$ cat config.mk
export PLATFORM = sky130hd
export DESIGN_NAME = beta_serial
export DESIGN_NICKNAME = d
export VERILOG_FILES = /design/src/rtl/beta_serial.sv
export SDC_FILE = /design/constraint.sdc
export NUM_CORES = 1
export LEC_CHECK = 0
export ABC_AREA = 1
export ABC_CLOCK_PERIOD_IN_PS = 5400
export CORE_ASPECT_RATIO = 1.1
export CORE_MARGIN = 5
export CORE_UTILIZATION = 35
export CTS_CLUSTER_DIAMETER = 40
export DETAILED_ROUTE_END_ITERATION = 10
export SLEW_MARGIN = 30
export SYNTH_ARGS = -nofsm -noshare
export SYNTH_HDL_FRONTEND = slang
export SYNTH_SLANG_ARGS = --single-unit
$ cat constraint.sdc
create_clock -name clk -period 5.4 [get_ports clk]
set_input_delay 1.08 -clock clk [delete_from_list [all_inputs] [get_ports clk]]
set_output_delay 1.08 -clock clk [all_outputs]
set_load 0.005 [all_outputs]
$ cat src/rtl/beta_serial.sv
// Iterative SWAN beta layer: a 4-bit S-box applied to every bit-sliced column of a half-state.
// LANES forward and LANES inverse S-boxes are reused across COLUMN_SIZE/LANES cycles.

module sbox (
    input  logic [3:0] x,
    output logic [3:0] y
);
    always_comb begin
        // NOTE: the default arm assigns y on every path, so no latch can be inferred.
        case (x)
            4'h0: y = 4'h1;
            4'h1: y = 4'h2;
            4'h2: y = 4'hC;
            4'h3: y = 4'h5;
            4'h4: y = 4'h7;
            4'h5: y = 4'h8;
            4'h6: y = 4'hA;
            4'h7: y = 4'hF;
            4'h8: y = 4'h4;
            4'h9: y = 4'hD;
            4'hA: y = 4'hB;
            4'hB: y = 4'hE;
            4'hC: y = 4'h9;
            4'hD: y = 4'h6;
            4'hE: y = 4'h0;
            default: y = 4'h3;
        endcase
    end
endmodule

module sbox_inv (
    input  logic [3:0] x,
    output logic [3:0] y
);
    always_comb begin
        case (x)
            4'h0: y = 4'hE;
            4'h1: y = 4'h0;
            4'h2: y = 4'h1;
            4'h3: y = 4'hF;
            4'h4: y = 4'h8;
            4'h5: y = 4'h3;
            4'h6: y = 4'hD;
            4'h7: y = 4'h4;
            4'h8: y = 4'h5;
            4'h9: y = 4'hC;
            4'hA: y = 4'h6;
            4'hB: y = 4'hA;
            4'hC: y = 4'h2;
            4'hD: y = 4'h9;
            4'hE: y = 4'hB;
            default: y = 4'h7;
        endcase
    end
endmodule

module beta_serial #(
    parameter int SIDE_SIZE   = 64,
    parameter int COLUMN_SIZE = SIDE_SIZE / 4,
    parameter int LANES       = 4,
    parameter int CNT_W       = ((COLUMN_SIZE / LANES) > 1) ? $clog2(COLUMN_SIZE / LANES) : 1
) (
    input  logic                 clk,
    input  logic                 rst_n,
    input  logic                 abort,
    input  logic                 in_valid,
    output logic                 in_ready,
    input  logic                 inv,
    input  logic [0:SIDE_SIZE-1] x,
    output logic                 out_valid,
    input  logic                 out_ready,
    output logic [0:SIDE_SIZE-1] y,
    output logic                 busy
);
    localparam int               ITERS = COLUMN_SIZE / LANES;
    localparam int               COL_W = (COLUMN_SIZE > 1) ? $clog2(COLUMN_SIZE) : 1;
    localparam logic [CNT_W-1:0] LAST  = CNT_W'(ITERS - 1);

    if (SIDE_SIZE % 4 != 0) begin : g_bad_side
        $error("beta_serial: SIDE_SIZE must be a multiple of 4");
    end
    if (COLUMN_SIZE != SIDE_SIZE / 4) begin : g_bad_column
        $error("beta_serial: COLUMN_SIZE is derived and must not be overridden");
    end
    if (LANES < 1 || COLUMN_SIZE % LANES != 0) begin : g_bad_lanes
        $error("beta_serial: COLUMN_SIZE must be a non-zero multiple of LANES");
    end

    typedef enum logic [1:0] {IDLE, BUSY, DONE} state_t;

    state_t           state;
    logic [CNT_W-1:0] cnt;
    logic             mode;
    logic [3:0]       x_col   [COLUMN_SIZE];
    logic [3:0]       src_col [COLUMN_SIZE];
    logic [3:0]       res_col [COLUMN_SIZE];
    logic [COL_W-1:0] lane_col [LANES];
    logic [3:0]       lane_in  [LANES];
    logic [3:0]       lane_fwd [LANES];
    logic [3:0]       lane_bwd [LANES];
    logic [3:0]       lane_out [LANES];

    // Column j gathers one bit from each quarter of the half-state, x[j] as nibble MSB.
    for (genvar j = 0; j < COLUMN_SIZE; j++) begin : g_col
        assign x_col[j] = {x[j], x[j+COLUMN_SIZE], x[j+2*COLUMN_SIZE], x[j+3*COLUMN_SIZE]};
        assign y[j]                 = res_col[j][3];
        assign y[j+COLUMN_SIZE]     = res_col[j][2];
        assign y[j+2*COLUMN_SIZE]   = res_col[j][1];
        assign y[j+3*COLUMN_SIZE]   = res_col[j][0];
    end

    for (genvar l = 0; l < LANES; l++) begin : g_lane
        assign lane_col[l] = COL_W'(int'(cnt) * LANES + l);
        assign lane_in[l]  = src_col[lane_col[l]];

        sbox     u_fwd (.x(lane_in[l]), .y(lane_fwd[l]));
        sbox_inv u_bwd (.x(lane_in[l]), .y(lane_bwd[l]));

        assign lane_out[l] = mode ? lane_bwd[l] : lane_fwd[l];
    end

    assign in_ready = (state == IDLE) || ((state == DONE) && out_ready);

    // NOTE: state is updated with non-blocking assignments so every flop samples pre-edge values.
    always_ff @(posedge clk or negedge rst_n) begin
        if (!rst_n) begin
            state     <= IDLE;
            cnt       <= '0;
            mode      <= 1'b0;
            out_valid <= 1'b0;
            busy      <= 1'b0;
            // NOTE: these arrays are flops rather than RAM, so resetting them is legal; y must read 0.
            for (int j = 0; j < COLUMN_SIZE; j++) begin
                src_col[j] <= '0;
                res_col[j] <= '0;
            end
        end else if (abort) begin
            // The result register is deliberately kept; only control returns to IDLE.
            state     <= IDLE;
            cnt       <= '0;
            out_valid <= 1'b0;
            busy      <= 1'b0;
        end else if (in_valid && in_ready) begin
            state     <= BUSY;
            cnt       <= '0;
            mode      <= inv;
            out_valid <= 1'b0;
            busy      <= 1'b1;
            for (int j = 0; j < COLUMN_SIZE; j++) begin
                src_col[j] <= x_col[j];
                res_col[j] <= '0;
            end
        end else begin
            case (state)
                BUSY: begin
                    for (int l = 0; l < LANES; l++) begin
                        res_col[lane_col[l]] <= lane_out[l];
                    end
                    if (cnt == LAST) begin
                        state     <= DONE;
                        cnt       <= '0;
                        out_valid <= 1'b1;
                        busy      <= 1'b0;
                    end else begin
                        cnt <= cnt + 1'b1;
                    end
                end
                DONE: begin
                    if (out_ready) begin
                        state     <= IDLE;
                        out_valid <= 1'b0;
                    end
                end
                IDLE: ;
                default: state <= IDLE;
            endcase
        end
    end
endmodule

### Yosys cells after proc, flatten, opt, wreduce, memory -nomap -nowiden

Memories as Yosys holds them, arrays and structs flattened.
Cells that the tools add are included.
W data, S select, Z words.

* bits in registers: 135
* memory bits (read-only): 512
* input bits: 70
* output and inout port bits: 67
* logic and storage cells: 133
* memories: 8

Memories
* (name not given): words 16, width 4, read ports 1, clocked after Yosys merged registers in 0, wr ports 0, line 36 `case (x)`
* (name not given): words 16, width 4, read ports 1, clocked after Yosys merged registers in 0, wr ports 0, line 10 `case (x)`
* (name not given): words 16, width 4, read ports 1, clocked after Yosys merged registers in 0, wr ports 0, line 36
* (name not given): words 16, width 4, read ports 1, clocked after Yosys merged registers in 0, wr ports 0, line 10
* (name not given): words 16, width 4, read ports 1, clocked after Yosys merged registers in 0, wr ports 0, line 36
* (name not given): words 16, width 4, read ports 1, clocked after Yosys merged registers in 0, wr ports 0, line 10
* +2 memories

* $add $sub $neg: 4
* $lt $le $gt $ge: 8
* equality and inequality tests: 6
* multiplexer cells: 48
* bitwise operators: 5
* reduce and logical (&&, ||, !) cells: 17

Operators by type and width (number)
* $bwmux W64: 4
* $mux W64: 2
* $bmux W4 S4: 4
* $demux W4 S4: 4
* $mux W4: 16
* $ge A5 B5 Y1 const B: 4
* $lt A5 B1 Y1 const B: 4
* $not A4 Y5: 4
* $mux W2: 8
* $add A4 B2 Y4 const B: 2
* $mux W1: 8
* $logic_and A1 B1 Y1: 6
* $pmux W2 S3: 1
* $reduce_and A2 Y1: 3
* $reduce_and A3 Y1: 2
* $reduce_bool A3 Y1: 2
* $add A4 B1 Y4 const B: 1
* $eq A2 B2 Y1 const B: 2
* $ne A4 B3 Y1 const B: 1
* $ne A4 B4 Y1 const B: 1
* $reduce_bool A4 Y1: 1
* $ne A3 B2 Y1 const B: 1
* $add A2 B1 Y2 const B: 1
* $eq A2 B1 Y1 const B: 1
* 5 further kinds: 5

### Longest topological paths before layout

Gate-level depths: netlist of the first run.
An unclocked memory read counts as a cell.

* depth in word-level cells: 12
* mapped depth: 17
* gate-level depth less buffers: 14

### Hierarchy

Synthesis of the first run repeated with hierarchy kept, for this count alone.

* cell total of the unflattened synthesis: 1117
* area total of the unflattened synthesis: 7987.7 µm²

Modules (own cells, without submodules)
* beta_serial: times used 1, cells an instance 789, area each 6281.0 µm², seq. area each 3378.2 µm²
* sbox: times used 4, cells an instance 38, area each 193.9 µm², seq. area each 0.0 µm²
* sbox_inv at g_lane[2].u_bwd ...: times used 2, cells an instance 44, area each 236.5 µm², seq. area each 0.0 µm²
* sbox_inv at g_lane[0].u_bwd ...: times used 2, cells an instance 44, area each 229.0 µm², seq. area each 0.0 µm²

### Least setup slack after synthesis of the first run

Ideal clock, no wire load.

* path type: in2out
* start: input port out_ready
* end: output port in_ready
* data arrival time: 1261 ps
* required time: 4320 ps
* slack: 3059 ps
* stages: 2
* path buffers: 0
* cell sequence: inv_1 -> a21oi_4

* cells in the longest elaborated chain, start to end: 2

RTL lines
* start, declared: line 71 `input logic out_ready,`
* $logic_and A1 B1 Y1: line 122 `assign in_ready = (state == IDLE) || ((state == DONE) && out_ready);`
* $logic_or A1 B1 Y1: line 122
* end, declared: line 67 `output logic in_ready,`

Every way passes these cells.

### Worst setup path after layout of the first run

Same ends and word-level chain as after synthesis.

==> impl_table.tex, run 1 <==
\begin{tabular}{lr}
\hline
Metric & Value \\
\hline
\multicolumn{2}{l}{\textbf{Outcome}} \\
\quad Run status & finished clean \\
\multicolumn{2}{l}{\textbf{GRT}} \\
\quad Maximum number of pins on one net before global-route repair & 68 \\
\quad First-pass GRT wire length & 32900 um \\
\quad Initial antenna violation count & 0 \\
\quad Overflow after GRT & 0 \\
\quad Vias in the first global route & 6285 \\
\quad Global-route usage over all layers & 0.167 \\
\multicolumn{2}{l}{\textbf{Clock tree}} \\
\quad Post-cts hold buffer count & 0 \\
\quad Worst skew pair latency & 0.42 ns \\
\quad Master cell of the clock root buffer & clkbuf\_16 \\
\quad Maximum buffer depth of the clock tree & 2 \\
\quad Number of buffers created by CTS & 17 \\
\quad Resized cells post-CTS & 0 \\
\quad Reg clk slew, reported paths & 0.06 ns \\
\quad Sinks on Clock Net & 135 \\
\quad H-tree level count & 4 \\
\quad Postcts setup bufs & 0 \\
\quad Clock tree from TritonCTS & done \\
\multicolumn{2}{l}{\textbf{Final layout}} \\
\quad Share of layout cells above drive strength 1 & 0.143 \\
\quad Antenna diode instance count & 0 \\
\quad Cell area after layout & 9770 sq um \\
\quad Layout overhead on the synthesized area & 27.7\% \\
\quad Layout fillers & 2150 \\
\quad \# nets final & 1145 \\
\multicolumn{2}{l}{\textbf{STA}} \\
\quad Relative max-transition margin & 0.368 \\
\quad Max Clk Rate & 294 MHz \\
\quad Final critical delay including setup and external delays & 3.40 ns \\
\quad Worst Clk Skew & 0.00694 ns \\
\quad Final worst slack & 2.00 ns \\
\quad Max-slew violation count & 0 \\
\quad Ratio of final minimum period to clock period & 0.630 \\
\quad Hold Violations, Final & 0 \\
\quad Setup TNS & 0 ns \\
\quad Final setup violation count & 0 \\
\quad Setup repair after global routing missed its margin & false \\
\quad Transition time at the pin with the least slew margin & 0.948 ns \\
\multicolumn{2}{l}{\textbf{Power and ir drop}} \\
\quad Switching Share & 0.362 \\
\quad Clk network pwr share & 0.306 \\
\quad Relative contribution of combinational cells to total power & 0.353 \\
\quad Power dissipated by switching net loads & 0.00137 W \\
\quad Internal power & 0.00242 W \\
\quad Worst supply voltage drop on vdd & 0.227 mV \\
\quad Total design power & 0.00380 W \\
\quad Reg power frac & 0.341 \\
\quad Cell leakage power & 4.82 nW \\
\quad Cell Pwr Density & 389 nW/um\^{}2 \\
\multicolumn{2}{l}{\textbf{Die}} \\
\quad Die height & 165 um \\
\quad Std-Cell Rows & 56 \\
\quad Die area & 24900 sq um \\
\quad Horizontal die dimension & 151 um \\
\quad Core Footprint & 21400 sq um \\
\quad I/O pin count & 137 \\
\quad Initial Utilization & 0.357 \\
\multicolumn{2}{l}{\textbf{Synthesis}} \\
\quad Cell area after technology mapping & 7650 sq um \\
\quad Number of synthesized register bits & 135 \\
\quad Unique masters post-synth & 30 \\
\quad Count of synthesis-stage warnings from yosys & 0 \\
\quad Sequential share of the synthesized area & 0.441 \\
\quad Post-Syn Nets & 1019 \\
\quad Post-synthesis area per instance & 8.35 sq um \\
\quad Share of flip-flops with an asynchronous set or reset & 1.00 \\
\quad Number of enable-type register cells in the synthesized netlist & 0 \\
\quad Commonest register cell after synthesis & dfrtp\_1 \\
\quad Mapped Cells & 917 \\
\multicolumn{2}{l}{\textbf{Flow run}} \\
\quad Max-capacitance violation count & 0 \\
\multicolumn{2}{l}{\textbf{Detailed routing}} \\
\quad Length of the first detailed-routing pass in iterations & 6 \\
\quad Detailed-route DRC error count & 0 \\
\quad Routed vias/inst & 4.87 \\
\quad Final routed wire length divided by cell count & 14.9 um \\
\quad Routed wire length & 20000 um \\
\quad Number of DRC markers after the initial detailed-route iteration & 445 \\
\quad Total number of vias & 6559 \\
\quad Count of nets left with antenna violations after detail routing & 0 \\
\multicolumn{2}{l}{\textbf{Worst setup path}} \\
\quad Data arrival time of the critical path & 2.32 ns \\
\quad Required time of the critical path & 4.32 ns \\
\quad Worst-path fanout max & 3 \\
\quad Startpoint types & input pin \\
\quad Setup Crit Path Kind & input pin to primary output \\
\quad Nature of the critical path endpoint & primary output \\
\multicolumn{2}{l}{\textbf{Placement}} \\
\quad Setup WS pre-CTS & 1.94 ns \\
\quad Port-buffer cells & 136 \\
\quad Detail Placement HPWL & 14700 um \\
\quad Routability congestion estimate & 0.857 \\
\quad Post-Place Cell Area & 9190 sq um \\
\multicolumn{2}{l}{\textbf{Min path}} \\
\quad Hold Crit Class & register to register \\
\hline
\end{tabular}
sequential cells by signal (all words and copies together), names as in the netlist:
| signal | flops |
|---|---|
| src_col | 64 |
| y | 64 |
| cnt | 2 |
| state | 2 |
| busy | 1 |
| mode | 1 |
| out_valid | 1 |
cell usage after synthesis (2+ instances only):
library cell / number / area (sq um)
a21oi_1: 11 / 55.1
nand3b_1: 3 / 22.5
buf_4: 7 / 52.6
nand3_2: 28 / 280
buf_6: 9 / 101
nor2_1: 23 / 86.3
inv_2: 2 / 7.51
dfrtp_1: 135 / 3380
mux2_2: 56 / 631
o21ai_0: 5 / 25.0
nand2_1: 354 / 1330
nand3_1: 154 / 771
buf_2: 19 / 95.1
ha_1: 32 / 400
o211ai_1: 3 / 22.5
o21ai_1: 7 / 35.0
inv_1: 39 / 146
nand2_2: 18 / 113
cells in the final DEF (no fill, tap or decap), types with 2 or more instances in the layout:
master,instances
nand2_1,354
nand3_1,154
dfrtp_1,135
clkdlybuf4s50_1,135
mux2_2,56
inv_1,39
ha_1,32
nand3_2,27
nor2_1,23
nand2_2,18
clkbuf_16,17
a21oi_1,11
o21ai_1,7
buf_4,7
o21ai_0,5
inv_6,4
clkinvlp_4,4
o211ai_1,3
nand3b_1,3
clkinv_2,3
inv_2,2
clkinv_4,2
bufinv_16,2
kinds of logic after synthesis:
logic type	count (synthesis)	synth area share
simple gates	584	0.344
mux	56	0.0824
buf+inv	79	0.0548
fa+ha+maj	32	0.0523
flops	135	0.441
compound gates	31	0.0248
per-layer routing:
metal / track usage / wire (um) / vias to the layer above
met3: 0.0338 / 1180 / 24
met5: 0 / 0 / -
met1: 0.243 / 9970 / 3087
li1: - / - / 3262
met2: 0.249 / 8590 / 186
met4: 0.0519 / 309 / 0
path summary, 6_finish.rpt:
check,from,endpoint,slack [ns],cells after the start
min in group asynchronous,rst_n,src_col[12]$_DFFE_PN0P_,0.61,1
max in group asynchronous,rst_n,y[43]$_DFFE_PN0P_,3.84,2
setup reg to reg,cnt[0]$_DFFE_PN0P_,y[54]$_DFFE_PN0P_,2.62,12
hold / removal,y[31]$_DFFE_PN0P_,y[31]$_DFFE_PN0P_,0.48,2
hold reg to reg,y[31]$_DFFE_PN0P_,y[31]$_DFFE_PN0P_,0.48,2
setup / recovery,out_ready,in_ready,2.00,4
critical path, stage by stage:
cell and delay [ns]:
clkdlybuf4s50_1 0.47, inv_1 0.07, a21oi_4 0.17, clkdlybuf4s50_1 0.53
power groups by stage:
stage | combinational (W) | clock, W | sequential, W
after floorplan | 0.000918 | 0 | 0.00129
after global placement | 0.00132 | 0 | 0.00131
after detailed placement | 0.00134 | 0 | 0.00131
after CTS | 0.00135 | 0.00118 | 0.00130
after global routing | 0.00152 | 0.00123 | 0.00132
final | 0.00134 | 0.00116 | 0.00130
final cells by class:
type,count,area [sq um],share of cell area
repair buffers,143,1420,0.145
well taps,290,363,0.0371
clock inverters,14,149,0.0152
flip-flops and latches,135,3380,0.346
clock buffers,18,439,0.0449
inverters,43,166,0.0170
multi-input cells,703,3860,0.395
metrics by stage:
step | hold WS, ns | utilization | instances
after floorplan | 0.465 | - | 917
after global placement | 0.465 | 0.428 | 1314
after detailed placement | 0.466 | 0.428 | 1314
after CTS | 0.482 | 0.456 | 1346
after global routing | 0.490 | 0.456 | 1346
final | 0.476 | 0.456 | 1346
Power figures use the tool's default switching activity.
==> run 2: changes to the inputs <==
--- a/config.mk
+++ b/config.mk
@@ -6,7 +6,7 @@
 export NUM_CORES = 1
 export LEC_CHECK = 0
 export ABC_AREA = 1
-export ABC_CLOCK_PERIOD_IN_PS = 5400
+export ABC_CLOCK_PERIOD_IN_PS = 2900
 export CORE_ASPECT_RATIO = 1.1
 export CORE_MARGIN = 5
 export CORE_UTILIZATION = 35
==> constraint.sdc (replaced) <==
create_clock -name clk -period 2.9 [get_ports clk]
set_input_delay 0.58 -clock clk [delete_from_list [all_inputs] [get_ports clk]]
set_output_delay 0.58 -clock clk [all_outputs]
set_load 0.005 [all_outputs]
==> impl_table.tex, run 2 (same netlist as run 1, synthesis figures left out) <==
\begin{tabular}{lr}
\hline
Metric & Value \\
\hline
\multicolumn{2}{l}{\textbf{Final layout}} \\
\quad Commonest non-fill, non-tap cell in the layout & nand2\_1 \\
\quad Antenna diode instance count & 0 (unchanged) \\
\quad \# nets final & 1156 (+0.96\%) \\
\quad Commonest non-fill, non-tap cells in the layout & nand2\_1 (354), nand3\_1 (154), dfrtp\_1 (135), clkdlybuf4s50\_1 (135), mux2\_2 (56) \\
\quad Share of layout cells above drive strength 1 & 0.151 (+0.00790) \\
\quad Cell area after layout & 9880 sq um (+1.1\%) \\
\quad Layout overhead on the synthesized area & 29.1\% \\
\multicolumn{2}{l}{\textbf{Detailed routing}} \\
\quad Total number of vias & 6507 (-0.79\%) \\
\quad Final routed wire length divided by cell count & 14.9 um (+0.19\%) \\
\quad Routed vias/inst & 4.80 (-1.6\%) \\
\quad Number of DRC markers after the initial detailed-route iteration & 346 (-22\%) \\
\quad Length of the first detailed-routing pass in iterations & 5 (-1) \\
\quad Count of nets left with antenna violations after detail routing & 0 (unchanged) \\
\quad Detailed-route DRC error count & 0 (unchanged) \\
\quad Routed wire length & 20200 um (+1.0\%) \\
\multicolumn{2}{l}{\textbf{Worst setup path}} \\
\quad Gate family responsible for the most delay along the worst path & buffers and inverters \\
\quad Data arrival time of the critical path & 1.82 ns (-0.50 ns) \\
\quad Cells along the critical path & clkdlybuf4s50\_1, inv\_1, a21oi\_4, clkdlybuf4s50\_1 \\
\quad End of the worst register-to-register path & y[54]\$\_DFFE\_PN0P\_ \\
\quad Worst-case register-to-register setup slack & 0.65 ns (-1.97 ns) \\
\quad Origin of the critical flop-to-flop path & cnt[0]\$\_DFFE\_PN0P\_ \\
\quad Worst-path fanout max & 3 (unchanged) \\
\quad Nature of the critical path endpoint & primary output \\
\quad Worst Reg2Reg Path Length in Cells & 11 (-1) \\
\quad Most numerous cell on the critical path & clkdlybuf4s50\_1 \\
\quad Startpoint types & input pin \\
\quad Worst path slowest cell & clkdlybuf4s50\_1 \\
\quad Stages on worst setup path & 4 (unchanged) \\
\quad Critical path buffers and inverters & 3 (unchanged) \\
\quad Setup Crit Path Kind & input pin to primary output \\
\quad Slowest cell delay on critical path & 0.53 ns (about the same) \\
\quad Required time of the critical path & 2.32 ns (-2.00 ns) \\
\multicolumn{2}{l}{\textbf{GRT}} \\
\quad Global-route usage over all layers & 0.169 (+0.00202) \\
\quad Overflow after GRT & 0 (unchanged) \\
\quad Initial antenna violation count & 0 (unchanged) \\
\quad Maximum number of pins on one net before global-route repair & 63 (-7.4\%) \\
\quad First-pass GRT wire length & 33700 um (+2.3\%) \\
\quad Vias in the first global route & 6427 (+2.3\%) \\
\multicolumn{2}{l}{\textbf{STA}} \\
\quad Setup repair after global routing missed its margin & false \\
\quad Hold Violations, Final & 0 (unchanged) \\
\quad Worst Clk Skew & 0.0132 ns (+0.00624 ns) \\
\quad Max Clk Rate & 417 MHz \\
\quad Final setup violation count & 0 (unchanged) \\
\quad Final critical delay including setup and external delays & 2.40 ns \\
\quad Relative max-transition margin & 0.576 (+0.208) \\
\quad Transition time at the pin with the least slew margin & 0.635 ns (-0.313 ns) \\
\quad Setup TNS & 0 ns (unchanged) \\
\quad Max-slew violation count & 0 (unchanged) \\
\quad Ratio of final minimum period to clock period & 0.828 \\
\multicolumn{2}{l}{\textbf{Power and ir drop}} \\
\quad Clk network pwr share & 0.306 (about the same) \\
\quad Relative contribution of combinational cells to total power & 0.354 (about the same) \\
\quad Reg power frac & 0.340 (about the same) \\
\quad Switching Share & 0.360 (-0.00200) \\
\quad Cell leakage power & 4.89 nW (+1.5\%) \\
\quad Worst supply voltage drop on vdd & 0.413 mV (+81\%) \\
\quad Internal power & 0.00454 W (+87\%) \\
\quad Cell Pwr Density & 717 nW/um\^{}2 (+85\%) \\
\quad Power dissipated by switching net loads & 0.00255 W (+86\%) \\
\multicolumn{2}{l}{\textbf{Placement}} \\
\quad Post-Place Cell Area & 9290 sq um (+1.2\%) \\
\quad Port-buffer cells & 136 (unchanged) \\
\quad Detail Placement HPWL & 15000 um (+1.8\%) \\
\quad Routability congestion estimate & 0.871 (+1.7\%) \\
\multicolumn{2}{l}{\textbf{Die}} \\
\quad Core Footprint & 21400 sq um (unchanged) \\
\quad Std-Cell Rows & 56 (unchanged) \\
\quad Die area & 24900 sq um (unchanged) \\
\quad Horizontal die dimension & 151 um (unchanged) \\
\quad I/O pin count & 137 (unchanged) \\
\quad Die height & 165 um (unchanged) \\
\quad Initial Utilization & 0.357 (unchanged) \\
\multicolumn{2}{l}{\textbf{Clock tree}} \\
\quad Worst skew pair latency & 0.42 ns (about the same) \\
\quad Sinks on Clock Net & 135 (unchanged) \\
\quad Reg clk slew, reported paths & 0.06 ns (about the same) \\
\quad Master cell of the clock root buffer & clkbuf\_16 \\
\quad Post-cts hold buffer count & 0 (unchanged) \\
\quad H-tree level count & 4 (unchanged) \\
\quad Clock tree from TritonCTS & done \\
\quad Number of buffers created by CTS & 17 (unchanged) \\
\quad Maximum buffer depth of the clock tree & 2 (unchanged) \\
\quad Resized cells post-CTS & 0 (unchanged) \\
\quad Postcts setup bufs & 0 (unchanged) \\
\multicolumn{2}{l}{\textbf{Outcome}} \\
\quad Run status & finished clean \\
\multicolumn{2}{l}{\textbf{Min path}} \\
\quad Hold Crit Class & input pin to asynchronous set/reset pin \\
\multicolumn{2}{l}{\textbf{Flow run}} \\
\quad Max-capacitance violation count & 0 (unchanged) \\
\hline
\end{tabular}
[run 2: changes by cell type in the layout (fill, tap and decap cells not counted), sizes merged]
cell	previous run	this run
buf	8	19
clkbuf	18	19
inv	45	46
clkinvlp	4	2
[run 2: power by group through the flow]
| stage | clock network [W] | registers, W | logic [W] |
|---|---|---|---|
| floorplan | 0 | 0.00240 | 0.00171 |
| global placement | 0 | 0.00244 | 0.00249 |
| detailed placement | 0 | 0.00245 | 0.00252 |
| CTS | 0.00222 | 0.00241 | 0.00253 |
| global route | 0.00229 | 0.00245 | 0.00286 |
| finish | 0.00217 | 0.00241 | 0.00251 |
[run 2: layer usage]
metal	GRT usage	routed length (um)	vias up
li1	-	-	3278
met1	0.253	10400	3061
met2	0.250	8540	151
met3	0.0308	1070	17
met4	0.0458	263	0
met5	0	0	-
[run 2: final cells by class]
| type | count | area (sq um) |
|---|---|---|
| clock buffers | 19 | 443 |
| clock inverters | 13 | 146 |
| fillers | 2137 | 11600 |
| inverters | 43 | 166 |
| multi-input cells | 703 | 3860 |
| flip-flops and latches | 135 | 3380 |
| well taps | 290 | 363 |
| repair buffers | 154 | 1520 |
[run 2: stage by stage]
step | hold WS, ns | cells | util | setup WS (ns) | power [W]
5_1_grt | 0.186 | 1357 | 0.461 | 0.424 | 0.00760
3_5_place_dp | 0.467 | 1325 | 0.433 | 0.481 | 0.00496
6_report | 0.128 | 1357 | 0.461 | 0.500 | 0.00709
4_1_cts | 0.150 | 1357 | 0.461 | 0.480 | 0.00716
3_3_place_gp | 0.460 | 1325 | 0.433 | 0.504 | 0.00494
2_1_floorplan | 0.284 | 917 | - | 0.894 | 0.00411
[run 2: how the worst max path moves through the flow]
stage	slack (ns)	end	startpoint
floorplan	0.89	y[11]$_DFFE_PN0P_	cnt[0]$_DFFE_PN0P_
global placement	0.50	y[58]$_DFFE_PN0P_	abort
detailed placement	0.48	in_ready	out_ready
CTS	0.48	in_ready	out_ready
global route	0.42	y[17]$_DFFE_PN0P_	cnt[0]$_DFFE_PN0P_
finish	0.50	in_ready	out_ready
[run 2: worst reg2reg max path, stage by stage, from the launching register on]
cell and delay (ns):
dfrtp_1 0.46, buf_4 0.30, nand2_1 0.13, nand3_1 0.10
nand2_1 0.16, ha_1 0.36, inv_1 0.08, nand3_1 0.13
nand3_1 0.13, nand3_2 0.12, nand3_1 0.11, nand2_1 0.06
==> run 3: changes to the inputs <==
--- a/config.mk
+++ b/config.mk
@@ -6,7 +6,7 @@
 export NUM_CORES = 1
 export LEC_CHECK = 0
 export ABC_AREA = 1
-export ABC_CLOCK_PERIOD_IN_PS = 2900
+export ABC_CLOCK_PERIOD_IN_PS = 2500
 export CORE_ASPECT_RATIO = 1.1
 export CORE_MARGIN = 5
 export CORE_UTILIZATION = 35
==> constraint.sdc (replaced) <==
create_clock -name clk -period 2.5 [get_ports clk]
set_input_delay 0.5 -clock clk [delete_from_list [all_inputs] [get_ports clk]]
set_output_delay 0.5 -clock clk [all_outputs]
set_load 0.005 [all_outputs]
==> impl_table.tex, run 3 (same netlist as run 1, synthesis figures left out) <==
\begin{tabular}{lr}
\hline
Metric & Value \\
\hline
\multicolumn{2}{l}{\textbf{Outcome}} \\
\quad Run status & finished clean \\
\multicolumn{2}{l}{\textbf{Worst setup path}} \\
\quad Most numerous cell on the critical path & clkdlybuf4s50\_1 \\
\quad Nature of the critical path endpoint & primary output \\
\quad Worst-path fanout max & 3 (unchanged) \\
\quad Required time of the critical path & 2.00 ns (-0.32 ns) \\
\quad Setup Crit Path Kind & input pin to primary output \\
\quad Critical path buffers and inverters & 3 (unchanged) \\
\quad Worst path slowest cell & clkdlybuf4s50\_1 \\
\quad Startpoint types & input pin \\
\quad Data arrival time of the critical path & 1.74 ns (-0.08 ns) \\
\quad Gate family responsible for the most delay along the worst path & buffers and inverters \\
\quad Cells along the critical path & clkdlybuf4s50\_1, inv\_1, a21oi\_4, clkdlybuf4s50\_1 \\
\quad Slowest cell delay on critical path & 0.53 ns (about the same) \\
\multicolumn{2}{l}{\textbf{Flow run}} \\
\quad Max-capacitance violation count & 0 (unchanged) \\
\multicolumn{2}{l}{\textbf{GRT}} \\
\quad First-pass GRT wire length & 33500 um (-0.61\%) \\
\quad Overflow after GRT & 0 (unchanged) \\
\quad Vias in the first global route & 6391 (-0.56\%) \\
\quad Global-route usage over all layers & 0.169 (+0.000706) \\
\quad Maximum number of pins on one net before global-route repair & 55 (-13\%) \\
\quad Initial antenna violation count & 0 (unchanged) \\
\multicolumn{2}{l}{\textbf{STA}} \\
\quad Ratio of final minimum period to clock period & 0.897 \\
\quad Setup TNS & 0 ns (unchanged) \\
\quad Final worst slack & 0.258 ns (-0.242 ns) \\
\quad Max Clk Rate & 446 MHz \\
\quad Setup repair after global routing missed its margin & false \\
\quad Final critical delay including setup and external delays & 2.24 ns \\
\quad Hold Violations, Final & 0 (unchanged) \\
\quad Worst Clk Skew & 0.00685 ns (-0.00633 ns) \\
\quad Transition time at the pin with the least slew margin & 0.499 ns (-0.136 ns) \\
\quad Relative max-transition margin & 0.667 (+0.0909) \\
\quad Final setup violation count & 0 (unchanged) \\
\quad Max-slew violation count & 0 (unchanged) \\
\multicolumn{2}{l}{\textbf{Die}} \\
\quad Core Footprint & 21400 sq um (unchanged) \\
\quad Die area & 24900 sq um (unchanged) \\
\quad Horizontal die dimension & 151 um (unchanged) \\
\quad Std-Cell Rows & 56 (unchanged) \\
\quad I/O pin count & 137 (unchanged) \\
\quad Initial Utilization & 0.357 (unchanged) \\
\quad Die height & 165 um (unchanged) \\
\multicolumn{2}{l}{\textbf{Clock tree}} \\
\quad Clock tree from TritonCTS & done \\
\quad Post-cts hold buffer count & 0 (unchanged) \\
\quad H-tree level count & 4 (unchanged) \\
\quad Master cell of the clock root buffer & clkbuf\_16 \\
\quad Reg clk slew, reported paths & 0.06 ns (about the same) \\
\quad Number of buffers created by CTS & 17 (unchanged) \\
\quad Worst skew pair latency & 0.42 ns (about the same) \\
\quad Sinks on Clock Net & 135 (unchanged) \\
\quad Postcts setup bufs & 0 (unchanged) \\
\quad Maximum buffer depth of the clock tree & 2 (unchanged) \\
\quad Resized cells post-CTS & 0 (unchanged) \\
\multicolumn{2}{l}{\textbf{Power and ir drop}} \\
\quad Relative contribution of combinational cells to total power & 0.358 (+0.004) \\
\quad Cell Pwr Density & 831 nW/um\^{}2 (+16\%) \\
\quad Internal power & 0.00530 W (+17\%) \\
\quad Cell leakage power & 4.93 nW (+0.79\%) \\
\quad Total design power & 0.00828 W (+17\%) \\
\quad Power dissipated by switching net loads & 0.00298 W (+17\%) \\
\quad Worst supply voltage drop on vdd & 0.473 mV (+15\%) \\
\quad Switching Share & 0.360 (+0.000618) \\
\quad Clk network pwr share & 0.302 (-0.004) \\
\quad Reg power frac & 0.340 (about the same) \\
\multicolumn{2}{l}{\textbf{Placement}} \\
\quad Port-buffer cells & 136 (unchanged) \\
\quad Detail Placement HPWL & 15200 um (+1.6\%) \\
\quad Routability congestion estimate & 0.847 (-2.7\%) \\
\quad Setup WS pre-CTS & 0.243 ns (-0.238 ns) \\
\multicolumn{2}{l}{\textbf{Final layout}} \\
\quad Final design utilization & 0.465 (+0.00409) \\
\quad Antenna diode instance count & 0 (unchanged) \\
\quad Share of layout cells above drive strength 1 & 0.160 (+0.00881) \\
\quad Layout fillers & 2128 (-0.42\%) \\
\quad Layout overhead on the synthesized area & 30.3\% \\
\quad Commonest non-fill, non-tap cell in the layout & nand2\_1 \\
\quad Commonest non-fill, non-tap cells in the layout & nand2\_1 (354), nand3\_1 (154), dfrtp\_1 (135), clkdlybuf4s50\_1 (135), mux2\_2 (56) \\
\quad \# nets final & 1166 (+0.87\%) \\
\multicolumn{2}{l}{\textbf{Detailed routing}} \\
\quad Routed wire length & 20500 um (+1.2\%) \\
\quad Final routed wire length divided by cell count & 15.0 um (+0.48\%) \\
\quad Routed vias/inst & 4.79 (-0.20\%) \\
\quad Length of the first detailed-routing pass in iterations & 5 (unchanged) \\
\quad Number of DRC markers after the initial detailed-route iteration & 317 (-8.4\%) \\
\quad Detailed-route DRC error count & 0 (unchanged) \\
\quad Total number of vias & 6542 (+0.54\%) \\
\quad Count of nets left with antenna violations after detail routing & 0 (unchanged) \\
\multicolumn{2}{l}{\textbf{Min path}} \\
\quad Hold Crit Class & input pin to asynchronous set/reset pin \\
\hline
\end{tabular}
[run 3: path summary, 6_finish.rpt]
| path | start | end | slack, ns | depth (start not counted) |
|---|---|---|---|---|
| max reg2reg | cnt[0]$_DFFE_PN0P_ | y[40]$_DFFE_PN0P_ | 0.32 | 12 |
| min reg2reg | y[19]$_DFFE_PN0P_ | y[19]$_DFFE_PN0P_ | 0.48 | 2 |
| min in group clk | y[19]$_DFFE_PN0P_ | y[19]$_DFFE_PN0P_ | 0.48 | 2 |
| max in group asynchronous | rst_n | y[63]$_DFFE_PN0P_ | 1.82 | 2 |
| max | out_ready | in_ready | 0.26 | 4 |
| min | rst_n | src_col[9]$_DFFE_PN0P_ | 0.04 | 1 |
[run 3: power by group through the flow]
stage	registers (W)	clock network (W)	logic, W
floorplan	0.00278	0	0.00198
global placement	0.00285	0	0.00293
detailed placement	0.00286	0	0.00296
CTS	0.00281	0.00255	0.00297
global route	0.00286	0.00263	0.00335
finish	0.00281	0.00250	0.00297
[run 3: worst register-to-register path: cells and delay by family (launching register included)]
| family | cells | cell delay (ns) |
|---|---|---|
| and+or+nand+nor | 8 | 0.79 |
| adders and majority gates | 1 | 0.20 |
| DFF | 1 | 0.57 |
| buffers and inverters | 3 | 0.51 |
[run 3: layer usage]
layer  up-vias  track usage  part of all wire
met5         -            0                 0
met4         0       0.0478             0.014
met3        21       0.0352             0.056
li1       3299            -                 -
met1      3045        0.254              0.51
met2       177        0.247              0.42
[run 3: area by class of cell]
class                      count  area [sq um]  area share
clock buffer                  18           439      0.0440
clock inverter                14           150      0.0151
inverter                      43           166      0.0167
multi-input combinational    703          3860       0.388
sequential                   135          3380       0.339
tap                          290           363      0.0364
timing repair buffer         164          1610       0.162
[run 3: per-stage QoR]
stage               hold WS [ns]  cells  cell area (sq um)
floorplan                  0.204    917               7650
global placement           0.464   1335               9380
detailed placement         0.467   1335               9380
CTS                       0.0343   1367               9970
global route              0.0578   1367               9970
finish                    0.0364   1367               9970
